File: src/rtl/flag_unit_if.sv
// Flag unit types and bus interface.
// csr_t is the ALU status word; bit order matches the software write
// layout: [3]=Sign, [2]=Zero, [1]=Carry, [0]=Overflow.
package flag_unit_pkg;
    typedef struct packed {
        logic sign;
        logic zero;
        logic carry;
        logic ovf;
    } csr_t;
endpackage

// Bundles every flag-unit signal except clock and reset.
// Handshake: there is no valid/ready pairing. flag_we, sw_we, push, pop and
// err_clr are single-cycle request strobes sampled at each rising edge and
// always accepted; their effects are visible one cycle later. cond/cond_true
// is a purely combinational query. dbg_count exposes the stack depth.
interface flag_unit_if #(
    parameter int DEPTH = 4
);
    import flag_unit_pkg::*;

    localparam int CW = $clog2(DEPTH + 1);

    csr_t          alu_csr;
    logic          flag_we;
    logic          sw_we;
    logic [3:0]    sw_wdata;
    logic          push;
    logic          pop;
    logic          err_clr;
    logic [2:0]    cond;
    csr_t          flags;
    logic          cond_true;
    logic          full;
    logic          empty;
    logic          stack_err;
    logic [CW-1:0] dbg_count;

    // Requester side: ALU, software and branch logic.
    modport master (
        output alu_csr, flag_we, sw_we, sw_wdata, push, pop, err_clr, cond,
        input  flags, cond_true, full, empty, stack_err, dbg_count
    );

    // The flag unit itself.
    modport slave (
        input  alu_csr, flag_we, sw_we, sw_wdata, push, pop, err_clr, cond,
        output flags, cond_true, full, empty, stack_err, dbg_count
    );
endinterface

File: src/rtl/flag_unit.sv
// Architectural flag register with a small LIFO for interrupt save/restore
// and a branch-condition evaluator working on the registered flags.
module flag_unit
    import flag_unit_pkg::*;
#(
    parameter int DEPTH = 4
) (
    input logic         clk,
    input logic         rst_n,
    flag_unit_if.slave  bus
);

    localparam int CW = $clog2(DEPTH + 1);
    localparam int IW = (DEPTH > 1) ? $clog2(DEPTH) : 1;

    csr_t          flags_q, flags_d;
    logic [CW-1:0] count_q, count_d;
    logic          err_q, err_d;
    csr_t          stack_q [DEPTH];
    csr_t          stack_d [DEPTH];

    logic          full, empty;
    logic          push_ok, push_ovf, pop_ok, pop_unf, swap_ok, restore;
    logic [IW-1:0] wr_idx, top_idx;
    csr_t          top_val;
    logic          cond_true;

    assign full  = (count_q == CW'(DEPTH));
    assign empty = (count_q == '0);

    // Classify the stack request; push+pop on a non-empty stack is a swap.
    always_comb begin
        push_ok  = bus.push & ~bus.pop & ~full;
        push_ovf = bus.push & ~bus.pop & full;
        pop_ok   = bus.pop & ~bus.push & ~empty;
        swap_ok  = bus.pop & bus.push & ~empty;
        pop_unf  = bus.pop & empty;
        restore  = pop_ok | swap_ok;
        wr_idx   = IW'(count_q);
        top_idx  = IW'(count_q - CW'(1));
        top_val  = stack_q[top_idx];
    end

    // Flag register next value: restore, then software write, then ALU.
    always_comb begin
        flags_d = flags_q;
        if (restore) begin
            flags_d = top_val;
        end else if (bus.sw_we) begin
            flags_d = csr_t'(bus.sw_wdata);
        end else if (bus.flag_we) begin
            flags_d = bus.alu_csr;
        end
    end

    // Stack writes always store the pre-edge flag register.
    always_comb begin
        stack_d = stack_q;
        if (push_ok) begin
            stack_d[wr_idx] = flags_q;
        end else if (swap_ok) begin
            stack_d[top_idx] = flags_q;
        end
    end

    // Depth counter; swaps and error events leave it unchanged.
    always_comb begin
        count_d = count_q;
        if (push_ok) begin
            count_d = count_q + CW'(1);
        end else if (pop_ok) begin
            count_d = count_q - CW'(1);
        end
    end

    // Sticky error; a new overflow/underflow wins over a same-cycle clear.
    always_comb begin
        err_d = err_q;
        if (push_ovf | pop_unf) begin
            err_d = 1'b1;
        end else if (bus.err_clr) begin
            err_d = 1'b0;
        end
    end

    // Branch condition against the registered flags only.
    always_comb begin
        cond_true = 1'b0;
        case (bus.cond)
            3'b000:  cond_true = 1'b1;
            3'b001:  cond_true = flags_q.zero;
            3'b010:  cond_true = ~flags_q.zero;
            3'b011:  cond_true = flags_q.carry;
            3'b100:  cond_true = ~flags_q.carry;
            3'b101:  cond_true = flags_q.sign;
            3'b110:  cond_true = flags_q.sign ^ flags_q.ovf;
            3'b111:  cond_true = ~flags_q.zero & (flags_q.sign == flags_q.ovf);
            default: cond_true = 1'b0;
        endcase
    end

    // Control state: flags, depth and error flag, cleared by reset.
    always_ff @(posedge clk or negedge rst_n) begin
        if (!rst_n) begin
            flags_q <= '0;
            count_q <= '0;
            err_q   <= 1'b0;
        end else begin
            flags_q <= flags_d;
            count_q <= count_d;
            err_q   <= err_d;
        end
    end

    // Stack storage carries no reset; entries above the count are don't-care.
    always_ff @(posedge clk) begin
        stack_q <= stack_d;
    end

    assign bus.flags     = flags_q;
    assign bus.cond_true = cond_true;
    assign bus.full      = full;
    assign bus.empty     = empty;
    assign bus.stack_err = err_q;
    assign bus.dbg_count = count_q;

endmodule

File: src/flat_wrapper.sv
// flat-port wrapper written by rule: the top's interface ports become plain ports
module flag_unit_flat import flag_unit_pkg::*;
#(
    parameter int DEPTH = 4
)
  (clk, rst_n, bus_alu_csr, bus_flag_we, bus_sw_we, bus_sw_wdata, bus_push, bus_pop, bus_err_clr, bus_cond, bus_flags, bus_cond_true, bus_full, bus_empty, bus_stack_err, bus_dbg_count);
  flag_unit_if #(.DEPTH(DEPTH)) bus_i ();
  input logic clk;
  input logic rst_n;
  input wire logic [$bits(bus_i.alu_csr)-1:0] bus_alu_csr;
  input wire logic [$bits(bus_i.flag_we)-1:0] bus_flag_we;
  input wire logic [$bits(bus_i.sw_we)-1:0] bus_sw_we;
  input wire logic [$bits(bus_i.sw_wdata)-1:0] bus_sw_wdata;
  input wire logic [$bits(bus_i.push)-1:0] bus_push;
  input wire logic [$bits(bus_i.pop)-1:0] bus_pop;
  input wire logic [$bits(bus_i.err_clr)-1:0] bus_err_clr;
  input wire logic [$bits(bus_i.cond)-1:0] bus_cond;
  output wire logic [$bits(bus_i.flags)-1:0] bus_flags;
  output wire logic [$bits(bus_i.cond_true)-1:0] bus_cond_true;
  output wire logic [$bits(bus_i.full)-1:0] bus_full;
  output wire logic [$bits(bus_i.empty)-1:0] bus_empty;
  output wire logic [$bits(bus_i.stack_err)-1:0] bus_stack_err;
  output wire logic [$bits(bus_i.dbg_count)-1:0] bus_dbg_count;
  assign bus_i.alu_csr = bus_alu_csr;
  assign bus_i.flag_we = bus_flag_we;
  assign bus_i.sw_we = bus_sw_we;
  assign bus_i.sw_wdata = bus_sw_wdata;
  assign bus_i.push = bus_push;
  assign bus_i.pop = bus_pop;
  assign bus_i.err_clr = bus_err_clr;
  assign bus_i.cond = bus_cond;
  assign bus_flags = bus_i.flags;
  assign bus_cond_true = bus_i.cond_true;
  assign bus_full = bus_i.full;
  assign bus_empty = bus_i.empty;
  assign bus_stack_err = bus_i.stack_err;
  assign bus_dbg_count = bus_i.dbg_count;
  flag_unit #(.DEPTH(DEPTH)) u_core (.clk(clk), .rst_n(rst_n), .bus(bus_i));
endmodule
File: config.mk
export PLATFORM = sky130hd
export DESIGN_NAME = flag_unit_flat
export DESIGN_NICKNAME = d
export VERILOG_FILES = /design/src/rtl/flag_unit_if.sv /design/src/rtl/flag_unit.sv /design/src/flat_wrapper.sv
export SDC_FILE = /design/constraint.sdc
export NUM_CORES = 1
export LEC_CHECK = 0
export ABC_AREA = 0
export ABC_CLOCK_PERIOD_IN_PS = 3000
export BUFFER_PORTS_ARGS = -buffer_cell sky130_fd_sc_hd__buf_2
export CORE_MARGIN = 5
export CORE_UTILIZATION = 50
export DETAILED_ROUTE_END_ITERATION = 12
export PLACE_DENSITY = 0.73
export SETUP_SLACK_MARGIN = 0.1
export SKIP_LAST_GASP = 1
export SYNTH_ARGS = -nofsm -noshare
export SYNTH_HDL_FRONTEND = slang
export SYNTH_SLANG_ARGS = --single-unit
File: constraint.sdc
create_clock -name clk -period 3 [get_ports clk]
set_clock_uncertainty 0.1 [all_clocks]
set_input_delay 0.45 -clock clk [delete_from_list [all_inputs] [get_ports clk]]
set_output_delay 0.45 -clock clk [all_outputs]
set_load 0.005 [all_outputs]
=== Word-level counts from Yosys, hierarchy flattened ===
Cells that the tools add are included.

* Muxes and demuxes: 19
* Magnitude comparators: 4
* Reductions and logical operators: 8
* Equal/unequal tests: 9
* Bitwise gates (word level): 20
* Add/subtract/negate cells: 2

{| class="wikitable"
|+ Operators by type and width
! cell !! number
|-
| $bwmux 16 || 2
|-
| $mux 16 || 2
|-
| $mux 4 || 7
|-
| $demux 4 s2 || 2
|-
| $eq 3x3->1 const B || 5
|-
| $and 1x1->1 || 9
|-
| $bmux 4 s2 || 1
|-
| $pmux 1 s8 || 1
|-
| $eq 3x2->1 const B || 2
|-
| $ge 3x3->1 const B || 2
|-
| $logic_not 3->1 || 2
|-
| $lt 3x1->1 const B || 2
|-
| $mux 3 || 2
|-
| $not 1->1 || 6
|-
| $not 2->3 || 2
|-
| $reduce_bool 2->1 || 3
|-
| $add 3x1->3 const B || 1
|-
| $eq 3x1->1 const B || 1
|-
| $reduce_bool 3->1 || 1
|-
| $sub 3x1->3 const B || 1
|-
| $logic_and 1x1->1 || 2
|-
| $mux 1 || 2
|-
| $or 1x1->1 || 2
|-
| $eq 1x1->1 || 1
|-
| $xor 1x1->1 || 1
|}

* Flip-flop bits (word level): 24
* Output and inout port bits: 11
* Input bits: 18

=== Depth between registers and ports, before layout ===
* Depth in word-level cells: 9
* Mapped depth: 8
* Gate-level depth less buffers: 6

=== Worst setup path before layout ===
OpenSTA, ideal clock, no wires.

* Path kind: register -> register
* Start: register u_core.count_q[0], in the netlist u_core.bus.dbg_count[0]
* End: register u_core.stack_q[12] (netlist bit) (enable)
* Path buffers: 2
* Setup slack: 0.859 ns
* Data required time: 2.568 ns
* Clock period less this slack: 2.141 ns
* Data arrival time: 1.709 ns
* Stages on the path, launching flop included: 9
* Cells stage by stage: dfrtp_1 buf_2 inv_1 ha_1 nor2b_1 nor2b_1 buf_2 a21oi_1 nor2b_1

* Word-level cells in the longest chain between the ends: 4

{| class="wikitable"
|+ RTL lines
! what !! RTL line !! RTL
|-
| from (decl) || flag_unit.sv:17 || <nowiki>logic [CW-1:0] count_q, count_d;</nowiki>
|-
| from (signal assigned) || flag_unit.sv:110 || <nowiki>count_q <= count_d;</nowiki>
|-
| $logic_not 3->1 || flag_unit.sv:29 || <nowiki>assign empty = (count_q == '0);</nowiki>
|-
| named net bus_empty || flat_wrapper.sv:21 || <nowiki>output wire logic [$bits(bus_i.empty)-1:0] bus_empty;</nowiki>
|-
| $not 1->1 || flag_unit.sv:36 || <nowiki>swap_ok = bus.pop & bus.push & ~empty;</nowiki>
|-
| $and 1x1->1 || flag_unit.sv:36 ||
|-
| $reduce_bool 2->1 (no line) || -- ||
|-
| to (signal assigned) || flag_unit.sv:117 || <nowiki>stack_q <= stack_d;</nowiki>
|-
| to (decl) || flag_unit.sv:19 || <nowiki>csr_t stack_q [DEPTH];</nowiki>
|}

The timed path passes the listed nets, and every way through them passes these cells.
A chain may end at the register's enable or synchronous reset.

=== Worst setup path after layout ===
* Start: register u_core.count_q[0], in the netlist u_core.bus.dbg_count[0]
* End: register u_core.stack_q[14] (netlist bit) (enable)

* Word-level cells in the longest chain between the ends: 4

{| class="wikitable"
|+ RTL lines
! what !! RTL line
|-
| $eq 3x3->1 / $logic_not 3->1 (equally long branches) || flag_unit.sv:28, flag_unit.sv:29
|-
| $not 1->1, on equally long branches || flag_unit.sv:33, flag_unit.sv:36
|-
| $and 1x1->1, on equally long branches || flag_unit.sv:33, flag_unit.sv:36
|-
| $reduce_bool 2->1 (no line) (*) || --
|}

Every way passes the cells marked *; elsewhere a longest branch is shown, timed or not.

==> run summary <==
• 2 — Longest Clk Path Bufs
• 71 — DRC violation total after the first TritonRoute iteration
• 28 — IO buf count
• 4 — 1st-pass router iterations
• 29 — I/O Pins
• flop — Critical Path End Type
• 0 ns — final-layout setup total negative slack
• 0 — number of resized instances in the post-cts repair step
• 28.7% — share of cells above drive strength 1
• 0 — Residual DRC
• 6 — FF-to-FF path depth
• flop — Worst setup SP type
• 16.4 µm — post-detailed-route wirelength per cell
• 5.65 — via density per instance
• 3000 µm² — placeable core region
• 33.3% — fraction of registers with async set/reset
• 0 — final number of setup-violating endpoints
• sky130_fd_sc_hd__nor2b_1 — most frequently used cell type in the post-synthesis netlist
• 0 — number of setup buffers added after CTS
• 16.5% — overall global routing resource usage
• 1540 µm² — area of the mapped netlist
• 0.451 ns — transition at the pin with the smallest max-transition slack
• 69.9% — max_slew headroom
• 2.52 ns — final period demand of the worst path
• 0 — Final Max Slew Viols
• 0 — Maximum Capacitance Violations
• no — unrepaired setup endpoints after global routing
• 0 — Diodes inserted
• 1700 µm² — fin area
• 0.896 — GPL Wtd Cong
• sky130_fd_sc_hd__clkbuf_4 — Clock Root Buffer
• bus_err_clr — hold path startpoint
• 1114 — via count
• 1 — count of buffering cells on the critical path with inverters included
• 189 — post-layout net count
• sky130_fd_sc_hd__nor2b_1 — most repeated library cell on the critical path
• 3240 µm — post-detailed-routing wire length
• 165 — Post-Syn Nets
• complete, no violations — result of the run
• 1106 — via count of the first global-routing pass
• 18 x sky130_fd_sc_hd__nor2b_1, 16 x sky130_fd_sc_hd__edfxtp_1, 10 x sky130_fd_sc_hd__o21ai_0 — cell types with the highest counts after synthesis
• 20 — standard-cell rows
• in -> reg — Hold Crit Class
• sky130_fd_sc_hd__edfxtp_1 31%, sky130_fd_sc_hd__dfrtp_1 13%, sky130_fd_sc_hd__nor2b_1 7.3% — top cells by area, synth
• 0 — antenna violations before repair
• 2.42 ns — Worst EP arrival
• u_core.stack_q[14]$_DFFE_PP_ — worst reg2reg path endpoint
• 0.31 ns — clock insertion delay at the later pin of the skew report
• simple AND/OR/NAND/NOR gates — gate family responsible for the most delay along the worst path
• 10 — Max FO, Critical Path
• 869 nW/µm² — pwr/cell area
• 65.6 µm — Horiz. Die Dim
• sky130_fd_sc_hd__edfxtp_1 — predominant post-synthesis flop cell
• 31.1% — share of the synthesized area in the top cell type
• 0.698 nW — Leakage Power
• 24 — Seq cells post-synth
• 3 — number of buffers created by CTS
• sky130_fd_sc_hd__dfrtp_1 — Max stage delay cell, worst path
• u_core.bus.stack_err$_DFFE_PN0P_ — sink of the worst hold path
• 4300 µm² — die footprint
• 0.64 ns — delay contributed by the slowest stage of the critical path
• 0 — Synth warnings
• 9.89% — Area growth syn-to-layout
• 2.90 ns — data required time at the worst endpoint
• 44.1% — register area share after synthesis
• 0.329 mV — peak supply drop
• 84.1% — portion of the clock cycle consumed by the worst path in the final layout
• inv_1, ha_1, nor2b_1, nor2b_1, a21oi_1, nor2b_1 — series of cell instances along the critical path
• 0 — Hold Vio Cnt, Final
• 0 — final global-route overflow total
• 0.48 ns — worst reg-to-reg setup slack
• 197 — number of non-filler instances in the completed layout
• 0 — Antenna Violating Nets Remaining
• 2 — cell depth of the worst min-delay path
• 11.0 µm² — mean post-synth cell area
• 396 MHz — Max Freq
• 1 — count of H-tree levels built during CTS
• sky130_fd_sc_hd__edfxtp_1 — cell taking the most area after synthesis
• 1660 µm² — Post-DP Area
• 51.4% — initial core utilization
• reg -> reg — classification of the worst setup path
• 14 — maximum number of pins on one net before global-route repair
• built — TritonCTS clock tree
• 0.13 ns — clock-pin slew on the worst setup and hold paths
• 5410 µm — first-pass GRT wire length
• 65.6 µm — Chip Height
• 41 — Distinct cells, synth
• 2520 µm — detailed placer's ending HPWL
• 24 — number of sinks driven by the clock tree
• 16 — number of synthesized flops with an enable pin
• 141 — number of standard cells after synthesis
• u_core.bus.dbg_count[0]$_DFFE_PN0P_ — launch instance of the worst register-to-register path
• 192 — cell count after placement
sequential cells by signal, summed over array words and instances, names as in the netlist:
register	flops
u_core.stack_q	16
u_core.bus.flags	4
u_core.bus.dbg_count	3
u_core.bus.stack_err	1
logic make-up after synthesis:
family	Yosys count	synth area share, %
buffers and inverters	15	5.43
adders and majority gates	6	4.86
muxes	11	11.4
AOI/OAI and AO/OA	29	12.4
and+or+nand+nor	54	20.7
xor gates and xnor gates	2	1.13
DFF	24	44.1
worst max path at each step:
stage | startpoint | endpoint | depth (start not counted)
CTS | u_core.bus.dbg_count[0]$_DFFE_PN0P_ | u_core.stack_q[15]$_DFFE_PP_ | 6
global placement | u_core.bus.dbg_count[0]$_DFFE_PN0P_ | u_core.stack_q[12]$_DFFE_PP_ | 6
floorplan | u_core.bus.dbg_count[0]$_DFFE_PN0P_ | u_core.stack_q[12]$_DFFE_PP_ | 8
global route | u_core.bus.dbg_count[0]$_DFFE_PN0P_ | u_core.stack_q[14]$_DFFE_PP_ | 6
finish | u_core.bus.dbg_count[0]$_DFFE_PN0P_ | u_core.stack_q[14]$_DFFE_PP_ | 6
detailed placement | u_core.bus.dbg_count[0]$_DFFE_PN0P_ | u_core.stack_q[14]$_DFFE_PP_ | 6
timing repair:
action / in CTS / in global routing
hold endpoints to repair: 8 / 0
hold buffers: 1 / 0
setup endpoints to repair: 0 / 0
placed cells by master (no fill, tap or decap), types with 4 or more instances in the layout:
cell type and instances:
sky130_fd_sc_hd__buf_2 28, sky130_fd_sc_hd__nor2b_1 18, sky130_fd_sc_hd__edfxtp_1 16, sky130_fd_sc_hd__o21ai_0 10
sky130_fd_sc_hd__nand2_1 9, sky130_fd_sc_hd__a21oi_1 9, sky130_fd_sc_hd__dfrtp_1 8, sky130_fd_sc_hd__nor2_1 7
sky130_fd_sc_hd__ha_1 6, sky130_fd_sc_hd__mux2i_1 5, sky130_fd_sc_hd__and2_1 4, sky130_fd_sc_hd__inv_1 4
sky130_fd_sc_hd__mux4_2 4
cell type report:
cell class / count / area [µm²]
sequential: 24 / 681
clock buffer: 4 / 26.3
tap: 33 / 41.3
fill: 270 / 1310
timing repair buffer: 29 / 150
multi-input combinational: 102 / 779
inverter: 5 / 18.8
through the flow:
stage | hold slack, ns | power, mW | setup WS (ns) | utilization, %
2_1_floorplan | 0.0544 | 1.14 | 0.859 | -
3_3_place_gp | 0.201 | 1.32 | 0.633 | 55.3
3_5_place_dp | 0.204 | 1.34 | 0.491 | 55.3
4_1_cts | 0.206 | 1.49 | 0.476 | 56.5
5_1_grt | 0.227 | 1.59 | 0.228 | 56.5
6_report | 0.207 | 1.47 | 0.477 | 56.5
layer usage:
| metal | wire (µm) | track usage [%] | vias to the layer above |
|---|---|---|---|
| met5 | 0 | 0 | - |
| met4 | 16 | 3.89 | 0 |
| met3 | 175 | 3.76 | 2 |
| met2 | 1620 | 27.4 | 28 |
| met1 | 1420 | 21.9 | 539 |
| li1 | - | - | 545 |
where the power goes:
part / internal, mW / switching, mW / total [mW]
Combinational: 0.361 / 0.340 / 0.701
Sequential: 0.468 / 0.159 / 0.627
Clock: 0.0520 / 0.0946 / 0.147
Note: power is estimated with default switching activity, not from simulation.
